`src/rtl/ti_cic_decim_param.sv`:
```
// Time-interleaved CIC decimator, parametrised.
// One parallel word of LANES interleaved samples arrives per clock. The lanes
// are summed (polyphase boxcar of length LANES), then fed to an ORDER-stage CIC
// decimator whose ratio R_act (1..RMAX) is reloaded from DEC at group boundaries.
// Every pipeline stage carries a valid tag so idle cycles neither stall the
// pipeline nor inject zeros; the latency from the last accepted sample of a group
// to OUT_VALID is always 2*ORDER cycles.
module ti_cic_decim_param #(
    parameter int BW    = 6,
    parameter int LANES = 4,
    parameter int ORDER = 3,
    parameter int RMAX  = 16,
    parameter int DW    = $clog2(RMAX) + 1,
    parameter int OW    = BW + $clog2(LANES) + ORDER * $clog2(RMAX)
) (
    input  logic                  CLK,
    input  logic                  RES,
    input  logic                  ENABLE,
    input  logic                  SYNC_CLR,
    input  logic                  IN_VALID,
    input  logic [LANES*BW-1:0]   IN,
    input  logic [DW-1:0]         DEC,
    output logic [OW-1:0]         OUT,
    output logic                  OUT_VALID
);

    // ------------------------------------------------------------------
    // Ratio clamp: 0 behaves as 1, anything above RMAX behaves as RMAX.
    // ------------------------------------------------------------------
    function automatic logic [DW-1:0] clamp_ratio(input logic [DW-1:0] d);
        logic [DW-1:0] r;
        r = d;
        if (d == '0)
            r = DW'(1);
        else if (d > DW'(RMAX))
            r = DW'(RMAX);
        return r;
    endfunction

    // Front end: lane sum register and its valid tag
    logic [OW-1:0]     lane_sum;
    logic              accept;
    logic [OW-1:0]     s_reg;

    // Integrator chain; itag[k] marks a valid input for stage k+1
    logic [OW-1:0]     integ    [1:ORDER];
    logic [OW-1:0]     integ_in [1:ORDER];
    logic [ORDER-1:0]  itag;

    // Decimation counter and active ratio
    logic [DW-1:0]     cnt;
    logic [DW-1:0]     r_act;

    // Comb chain; ctag[k] marks a valid input for comb stage k+1
    logic [OW-1:0]     comb_q    [1:ORDER];
    logic [OW-1:0]     comb_prev [1:ORDER];
    logic [OW-1:0]     comb_in   [1:ORDER];
    logic [ORDER-1:0]  ctag;

    assign accept = IN_VALID & ENABLE;

    // Sum all lanes, each sign-extended to the full output width.
    always_comb begin
        lane_sum = '0;
        for (int k = 0; k < LANES; k++) begin
            lane_sum = lane_sum + OW'($signed(IN[k*BW +: BW]));
        end
    end

    // Stage input selection for the integrator and comb chains.
    always_comb begin
        integ_in[1] = s_reg;
        comb_in[1]  = integ[ORDER];
        for (int k = 2; k <= ORDER; k++) begin
            integ_in[k] = integ[k-1];
            comb_in[k]  = comb_q[k-1];
        end
    end

    // Lane-sum register and integrator chain: each stage accumulates only when
    // its input tag is set; tags advance one stage per clock.
    // NOTE: sequential state uses non-blocking assignments so every stage samples
    // the previous stage's value from before this edge, giving a true pipeline.
    // NOTE: the register arrays are cleared explicitly on reset and clear; a
    // partial group must never leak into the results after a restart.
    always_ff @(posedge CLK or negedge RES) begin
        if (!RES) begin
            s_reg <= '0;
            itag  <= '0;
            for (int k = 1; k <= ORDER; k++) integ[k] <= '0;
        end else if (SYNC_CLR) begin
            s_reg <= '0;
            itag  <= '0;
            for (int k = 1; k <= ORDER; k++) integ[k] <= '0;
        end else begin
            itag[0] <= accept;
            if (accept) s_reg <= lane_sum;
            for (int k = 1; k < ORDER; k++) itag[k] <= itag[k-1];
            for (int k = 1; k <= ORDER; k++) begin
                if (itag[k-1]) integ[k] <= integ[k] + integ_in[k];
            end
        end
    end

    // Decimation counter, ratio reload at group boundaries, comb chain and output strobe.
    always_ff @(posedge CLK or negedge RES) begin
        if (!RES) begin
            cnt       <= '0;
            r_act     <= DW'(1);
            ctag      <= '0;
            OUT_VALID <= 1'b0;
            for (int k = 1; k <= ORDER; k++) begin
                comb_q[k]    <= '0;
                comb_prev[k] <= '0;
            end
        end else if (SYNC_CLR) begin
            cnt       <= '0;
            r_act     <= DW'(1);
            ctag      <= '0;
            OUT_VALID <= 1'b0;
            for (int k = 1; k <= ORDER; k++) begin
                comb_q[k]    <= '0;
                comb_prev[k] <= '0;
            end
        end else begin
            ctag[0] <= 1'b0;
            // The last integrator is updated on this same edge; the launch tag
            // lets the first comb pick up that new value on the next edge.
            if (itag[ORDER-1]) begin
                if (cnt == r_act - DW'(1)) begin
                    cnt     <= '0;
                    r_act   <= clamp_ratio(DEC);
                    ctag[0] <= 1'b1;
                end else begin
                    cnt <= cnt + DW'(1);
                end
            end
            for (int k = 1; k < ORDER; k++) ctag[k] <= ctag[k-1];
            for (int k = 1; k <= ORDER; k++) begin
                if (ctag[k-1]) begin
                    comb_q[k]    <= comb_in[k] - comb_prev[k];
                    comb_prev[k] <= comb_in[k];
                end
            end
            OUT_VALID <= ctag[ORDER-1];
        end
    end

    // The last comb register only changes on a strobe, so OUT holds between strobes.
    assign OUT = comb_q[ORDER];

endmodule
```
`config.mk`:
```
export PLATFORM = sky130hd
export DESIGN_NAME = ti_cic_decim_param
export DESIGN_NICKNAME = d
export VERILOG_FILES = /design/src/rtl/ti_cic_decim_param.sv
export SDC_FILE = /design/constraint.sdc
export NUM_CORES = 1
export LEC_CHECK = 0
export ABC_AREA = 0
export CAP_MARGIN = 20
export CELL_PAD_IN_SITES_DETAIL_PLACEMENT = 1
export CELL_PAD_IN_SITES_GLOBAL_PLACEMENT = 2
export CORE_AREA = 10 10 215 217
export DETAILED_ROUTE_END_ITERATION = 7
export DIE_AREA = 0 0 225 227
export PLACE_DENSITY = 0.82
export SYNTH_ARGS = -nofsm -noshare
export SYNTH_HDL_FRONTEND = slang
export SYNTH_SLANG_ARGS = --single-unit
```
`constraint.sdc`:
```
create_clock -name CLK -period 2.3 [get_ports CLK]
set_clock_uncertainty 0.05 [all_clocks]
set_input_delay 0.575 -clock CLK [delete_from_list [all_inputs] [get_ports CLK]]
set_output_delay 0.575 -clock CLK [all_outputs]
set_load 0.05 [all_outputs]
```
==> results of run 1 <==
[kinds of logic after synthesis]
family | after synthesis | share of synthesized area (%)
adder cells (fa/ha/maj) | 143 | 13.0
multiplexers | 100 | 6.79
buffers and inverters | 195 | 4.96
AO/OA/AOI/OAI | 425 | 20.1
flip-flops | 206 | 34.8
XOR/XNOR | 63 | 3.72
AND/OR/NAND/NOR | 513 | 16.6
[worst reg2reg max path: stages (launching register included)]
cell and delay [ns]:
dfrtp_1 0.42, buf_6 0.14, ha_4 0.16, inv_2 0.05, fa_2 0.21, nor2b_2 0.05, o21ai_2 0.16, a21boi_2 0.10
o21a_2 0.25, o211a_1 0.27, or3_1 0.36, a32o_1 0.25
[through the flow]
stage	hold slack, ns	std cells	setup WS (ns)	area, um2
2_1_floorplan	0.229	1645	-0.800	14900
3_3_place_gp	0.414	2441	-1.49	17900
3_5_place_dp	0.419	2441	-1.59	17900
4_1_cts	0.403	2534	-0.519	19900
5_1_grt	0.433	2560	-0.579	20700
6_report	0.422	2560	-0.463	20700
[metal layers]
metal | share of wire, % | wire length (um) | track usage [%] | up-vias
met5 | 0 | 0 | 0 | -
met4 | 2.9 | 1390 | 5.44 | 0
met3 | 2.0 | 959 | 1.99 | 83
met2 | 55 | 26600 | 35.5 | 141
met1 | 41 | 19800 | 20.2 | 7033
li1 | - | - | - | 6607
[layout make-up]
type	instances	area (um2)	share of cell area, %
clock buffers	38	736	3.55
clock inverters	10	120	0.579
inverters	140	548	2.64
multi-input cells	1244	10300	49.8
flip-flops and latches	206	5170	24.9
well taps	539	674	3.25
repair buffers	383	3160	15.2
[report_power, final]
part	switching, mW	total, mW	internal, mW
Sequential	0.0497	3.72	3.67
Combinational	0.780	1.47	0.690
Clock	1.73	4.17	2.45
Total	2.56	9.36	6.80
[final timing paths]
path | start | to | slack [ns] | cells after the start
worst max register to register | integ[20]$_DFFE_PN0P_ | comb_in[54]$_DFFE_PN0P_ | -0.30 | 11
min in group CLK | SYNC_CLR | itag[2]$_DFF_PN0_ | 0.43 | 2
worst max-delay path | IN[13] | s_reg[7]$_DFFE_PN0P_ | -0.46 | 14
worst min-delay path | RES | OUT[12]$_DFFE_PN0P_ | 0.42 | 2
worst min register to register | OUT[17]$_DFFE_PN0P_ | OUT[17]$_DFFE_PN0P_ | 0.43 | 2
max in group asynchronous | RES | comb_in[46]$_DFFE_PN0P_ | 1.01 | 3
[what timing repair did]
item / CTS / global route
gates resized for setup: 241 / 125
hold buffers: 1 / 0
pin swaps: 133 / 108
endpoints found under the setup margin: 92 / 84
buffers inserted: 48 / 36
hold endpoints to repair: 25 / 0
[synth_stat cells, drive strengths merged, types with 17 or more instances]
cell type | n | area share (%)
o21ai | 77 | 2.7
nand3 | 33 | 1.1
a21o | 33 | 1.7
xor2 | 23 | 1.4
o21a | 26 | 1.3
clkbuf | 42 | 1.1
nor3 | 37 | 1.3
xnor2 | 40 | 2.4
o211ai | 17 | 0.89
dfrtp | 205 | 35
nor2 | 191 | 4.8
a21oi | 110 | 3.7
nor2b | 21 | 0.89
nand2 | 108 | 2.7
inv | 139 | 3.5
nand2b | 19 | 0.80
ha | 124 | 10
mux2i | 95 | 6.4
a211oi | 29 | 1.5
fa | 19 | 2.6
==> results.cfg, run 1 <==
[yosys]
synth_area_um2 = 14800
yosys_warnings = 0
synthCells = 1645
synth_cell_types = 89
ys_seq_elements = 206
synthArstFlopShare_pct = 100
seq_area_frac_synth_pct = 34.7
synth_edf_count = 0
syn_avg_cell_area_um2 = 9.02
synth_top_flop_cell = dfrtp_1
synth_nets = 1822

[setup_path]
arrival_ns = 3.19
cp_top_family = adder cells
end_kind = flop
crit_required_ns = 2.73
slowest_delay_ns = 0.52
cp-start-kind = primary input
crit_path_frequent_cell = fa_1
cp_slowest_cell = fa_1
critical_path_class = in -> reg
critPathBufInv = 3
cp_max_fo = 2
cp_cell_sequence = buf_8 -> clkinv_8 -> fa_1 -> fa_1 -> inv_2 -> ha_4 -> fa_2 -> a21o_1 -> a21oi_4 -> o21bai_1 -> a21oi_1 -> xnor2_1 -> nand2_1 -> a21oi_2

[clocking]
cts_sinks = 206
cts_tree = yes
htreeDepth = 1
clk_pin_slew_worst_paths_ns = 0.06
cts_buffers = 26
clockBufferDepth = 3
cts-root-buf = clkbuf_16
worst_skew_pair.late_latency_ns = 0.56

[timing]
fmax_ghz = 0.362
fin_tns_setup_ns = -6.58
worst_slack_ns = -0.463
hold_viol_final = 0
finalMaxSlewViolations = 0
setup_violations = 52
worst_pin_slew_ns = 0.805
min_period_ns = 2.76
rsz0062_at_grt = true
slew_headroom_pct = 46.2
fin_crit_sh_pct = 120

[die]
dieArea_um2 = 51100
core_um2 = 41800
io_pins = 55
die_y_um = 227
die_w_um = 225
initial_core_util_pct = 35.5
fp-row-count = 75

[routing]
vias = 13900
drtIter0Drc = 632
ant_nets = 0
drc = 0
wl_per_cell_um = 19.0
first_pass_iters = 4
avgViaCountPerCell = 5.42
drt_wl_total_um = 48700

[grt]
grt_max_degree = 79
groute.usage.overall_pct = 18.2
grt_pass1_vias = 15200
grt-ovfl-total = 0
antenna_found_initial = 0
grt_first_pass_wirelength_um = 77500

[power]
p_leak_nw = 9.44
peakVddDrop_mv = 0.479
p_total_mw = 9.36
power_density_nw_per_um2 = 451

[final_layout]
final_cell_mix = buf_4 (290), dfrtp_1 (194), nor2_1 (188)
fillers = 4716
areaGrowthSynthToFinish_pct = 39.7
drive_above_1_share_pct = 30.9
final_common_cell = buf_4
antennaDiodeCount = 0
finalNetCount = 2178
fin_util_pct = 49.7

[run]
drv_cap = 0

[run_status]
outcome = finished with violations
violations = setup timing

[place]
numPortBuffers = 54
gp_congestion = 0.842
hpwl_um = 32500

[worst_hold_path]
hp-class = in -> async
(Power assumes the default switching activity.)
==> run 2: changes to the inputs <==
--- a/config.mk
+++ b/config.mk
@@ -6,7 +6,6 @@
 export NUM_CORES = 1
 export LEC_CHECK = 0
 export ABC_AREA = 0
-export CAP_MARGIN = 20
 export CELL_PAD_IN_SITES_DETAIL_PLACEMENT = 1
 export CELL_PAD_IN_SITES_GLOBAL_PLACEMENT = 2
 export CORE_AREA = 10 10 215 217
@@ -16,3 +15,4 @@
 export SYNTH_ARGS = -nofsm -noshare
 export SYNTH_HDL_FRONTEND = slang
 export SYNTH_SLANG_ARGS = --single-unit
+export TNS_END_PERCENT = 5
==> results.cfg, run 2 (same netlist as run 1, synthesis figures left out) <==
[run_status]
outcome = finished with violations
violations = setup timing

[die]
initial_core_util_pct = 35.5
io_pins = 55
die_y_um = 227
die_w_um = 225
fp-row-count = 75
dieArea_um2 = 51100
core_um2 = 41800

[clocking]
cts-root-buf = clkbuf_16
cts_sinks = 206
cts_buffers = 26
clockBufferDepth = 3
worst_skew_pair.late_latency_ns = 0.55
clk_pin_slew_worst_paths_ns = 0.06
htreeDepth = 1
cts_tree = yes

[place]
numPortBuffers = 54
hpwl_um = 32300
dp.cells = 2442
gp_congestion = 0.853

[run]
drv_cap = 0

[power]
p_leak_nw = 8.95
power_density_nw_per_um2 = 481
p_total_mw = 9.29
peakVddDrop_mv = 0.597

[final_layout]
antennaDiodeCount = 0
drive_above_1_share_pct = 23.4
finalNetCount = 2116
final_cells = 2492
areaGrowthSynthToFinish_pct = 30.2
final_cell_mix = buf_4 (258), dfrtp_1 (200), nor2_1 (191)
final_common_cell = buf_4

[grt]
grtUsageMet1_pct = 19.1
grt_first_pass_wirelength_um = 72400
grt_pass1_vias = 14800
grt_max_degree = 87
grt_use_met2_pct = 32.7
grt-ovfl-total = 0
antenna_found_initial = 0
top_usage_layer = met2
groute.usage.overall_pct = 16.9
use_met3_pct = 1.88

[timing]
rsz0062_at_grt = true
setup_violations = 56
hold_viol_final = 0
worst_slack_ns = -0.451
worst_pin_slew_ns = 0.639
fin_crit_sh_pct = 120
min_period_ns = 2.75
slew_headroom_pct = 57.4
fmax_ghz = 0.363
finalMaxSlewViolations = 0

[worst_hold_path]
holdCritStartpoint = SYNC_CLR
hp-class = in -> reg

[routing]
drtIter0Drc = 743
avgViaCountPerCell = 5.36
drc = 0
first_pass_iters = 4
ant_nets = 0
vias = 13400
drt_wl_total_um = 43700
wl_per_cell_um = 17.5

[setup_path]
cp_max_fo = 2
end_kind = flop
critical_path_class = in -> reg
crit_required_ns = 2.72
cp-start-kind = primary input
arrival_ns = 3.17
worstReg2RegStart = integ[40]$_DFFE_PN0P_
startpoint = IN[13]
## run 2: changes by cell type in the layout (fill, tap and decap cells not counted), moves of 7 or more
cell     change
a21oi_1     +12
a21oi_4      -7
buf_4       -32
buf_6       -29
ha_1        +23
ha_4        -22
inv_1        +8
nor2b_4      -7
o21ai_0     +17
## run 2: layout make-up
cell class / instances / area (um2)
Sequential cell: 206 / 5160
Inverter: 140 / 533
Multi-Input combinational cell: 1244 / 9480
Clock buffer: 31 / 689
Fill cell: 4777 / 22400
Tap cell: 539 / 674
Clock inverter: 11 / 171
Timing Repair Buffer: 321 / 2600
## run 2: critical path, cell delays in order
cell	delay [ns]
buf_8	0.08
inv_8	0.02
fa_1	0.50
fa_1	0.51
inv_2	0.05
ha_4	0.16
fa_2	0.34
a21o_1	0.18
a21oi_2	0.16
o21bai_1	0.09
a21oi_1	0.17
xnor2_1	0.13
nand2_1	0.08
a21oi_2	0.13
## run 2: per-layer routing
metal	share of wire, %	vias to the layer above	routed length (um)
li1	-	6465	-
met1	42	6736	18400
met2	54	105	23600
met3	1.7	60	745
met4	2.2	0	956
met5	0	-	0
## run 2: through the flow
| step | worst slack (ns) | utilization (%) | setup TNS (ns) | cell area, um2 | hold WS [ns] |
|---|---|---|---|---|---|
| after global placement | -1.49 | 42.8 | -18.80 | 17900 | 0.410 |
| after global routing | -0.576 | 46.3 | -16.15 | 19300 | 0.244 |
| final | -0.451 | 46.3 | -8.07 | 19300 | 0.247 |
| after floorplan | -0.800 | - | -4.36 | 14900 | 0.229 |
| after detailed placement | -1.56 | 42.8 | -22.04 | 17900 | 0.419 |
| after CTS | -0.501 | 45.6 | -8.29 | 19100 | 0.222 |
## run 2: what timing repair did
action	in CTS	in global routing
buffers inserted	3	4
pin swaps	61	26
endpoints found under the hold margin	46	0
endpoints found under the setup margin	96	84
hold buffers	1	0
gates resized for setup	127	50
## run 2: final timing paths
kind	endpoint	slack, ns	depth (start not counted)
min in group asynchronous	OUT[15]$_DFFE_PN0P_	0.52	2
hold / removal	r_act[3]$_DFFE_PN0P_	0.25	2
setup reg to reg	integ[38]$_DFFE_PN0P_	-0.35	11
hold reg to reg	OUT[15]$_DFFE_PN0P_	0.42	2
setup / recovery	s_reg[7]$_DFFE_PN0P_	-0.45	14
max in group asynchronous	integ[39]$_DFFE_PN0P_	1.03	3
## run 2: power breakdown
group | internal, mW | leakage, nW | switching, mW
sequential | 3.67 | 2.86 | 0.0431
clock | 2.56 | 0.418 | 1.66
combinational | 0.637 | 5.68 | 0.721
total | 6.87 | 8.95 | 2.42
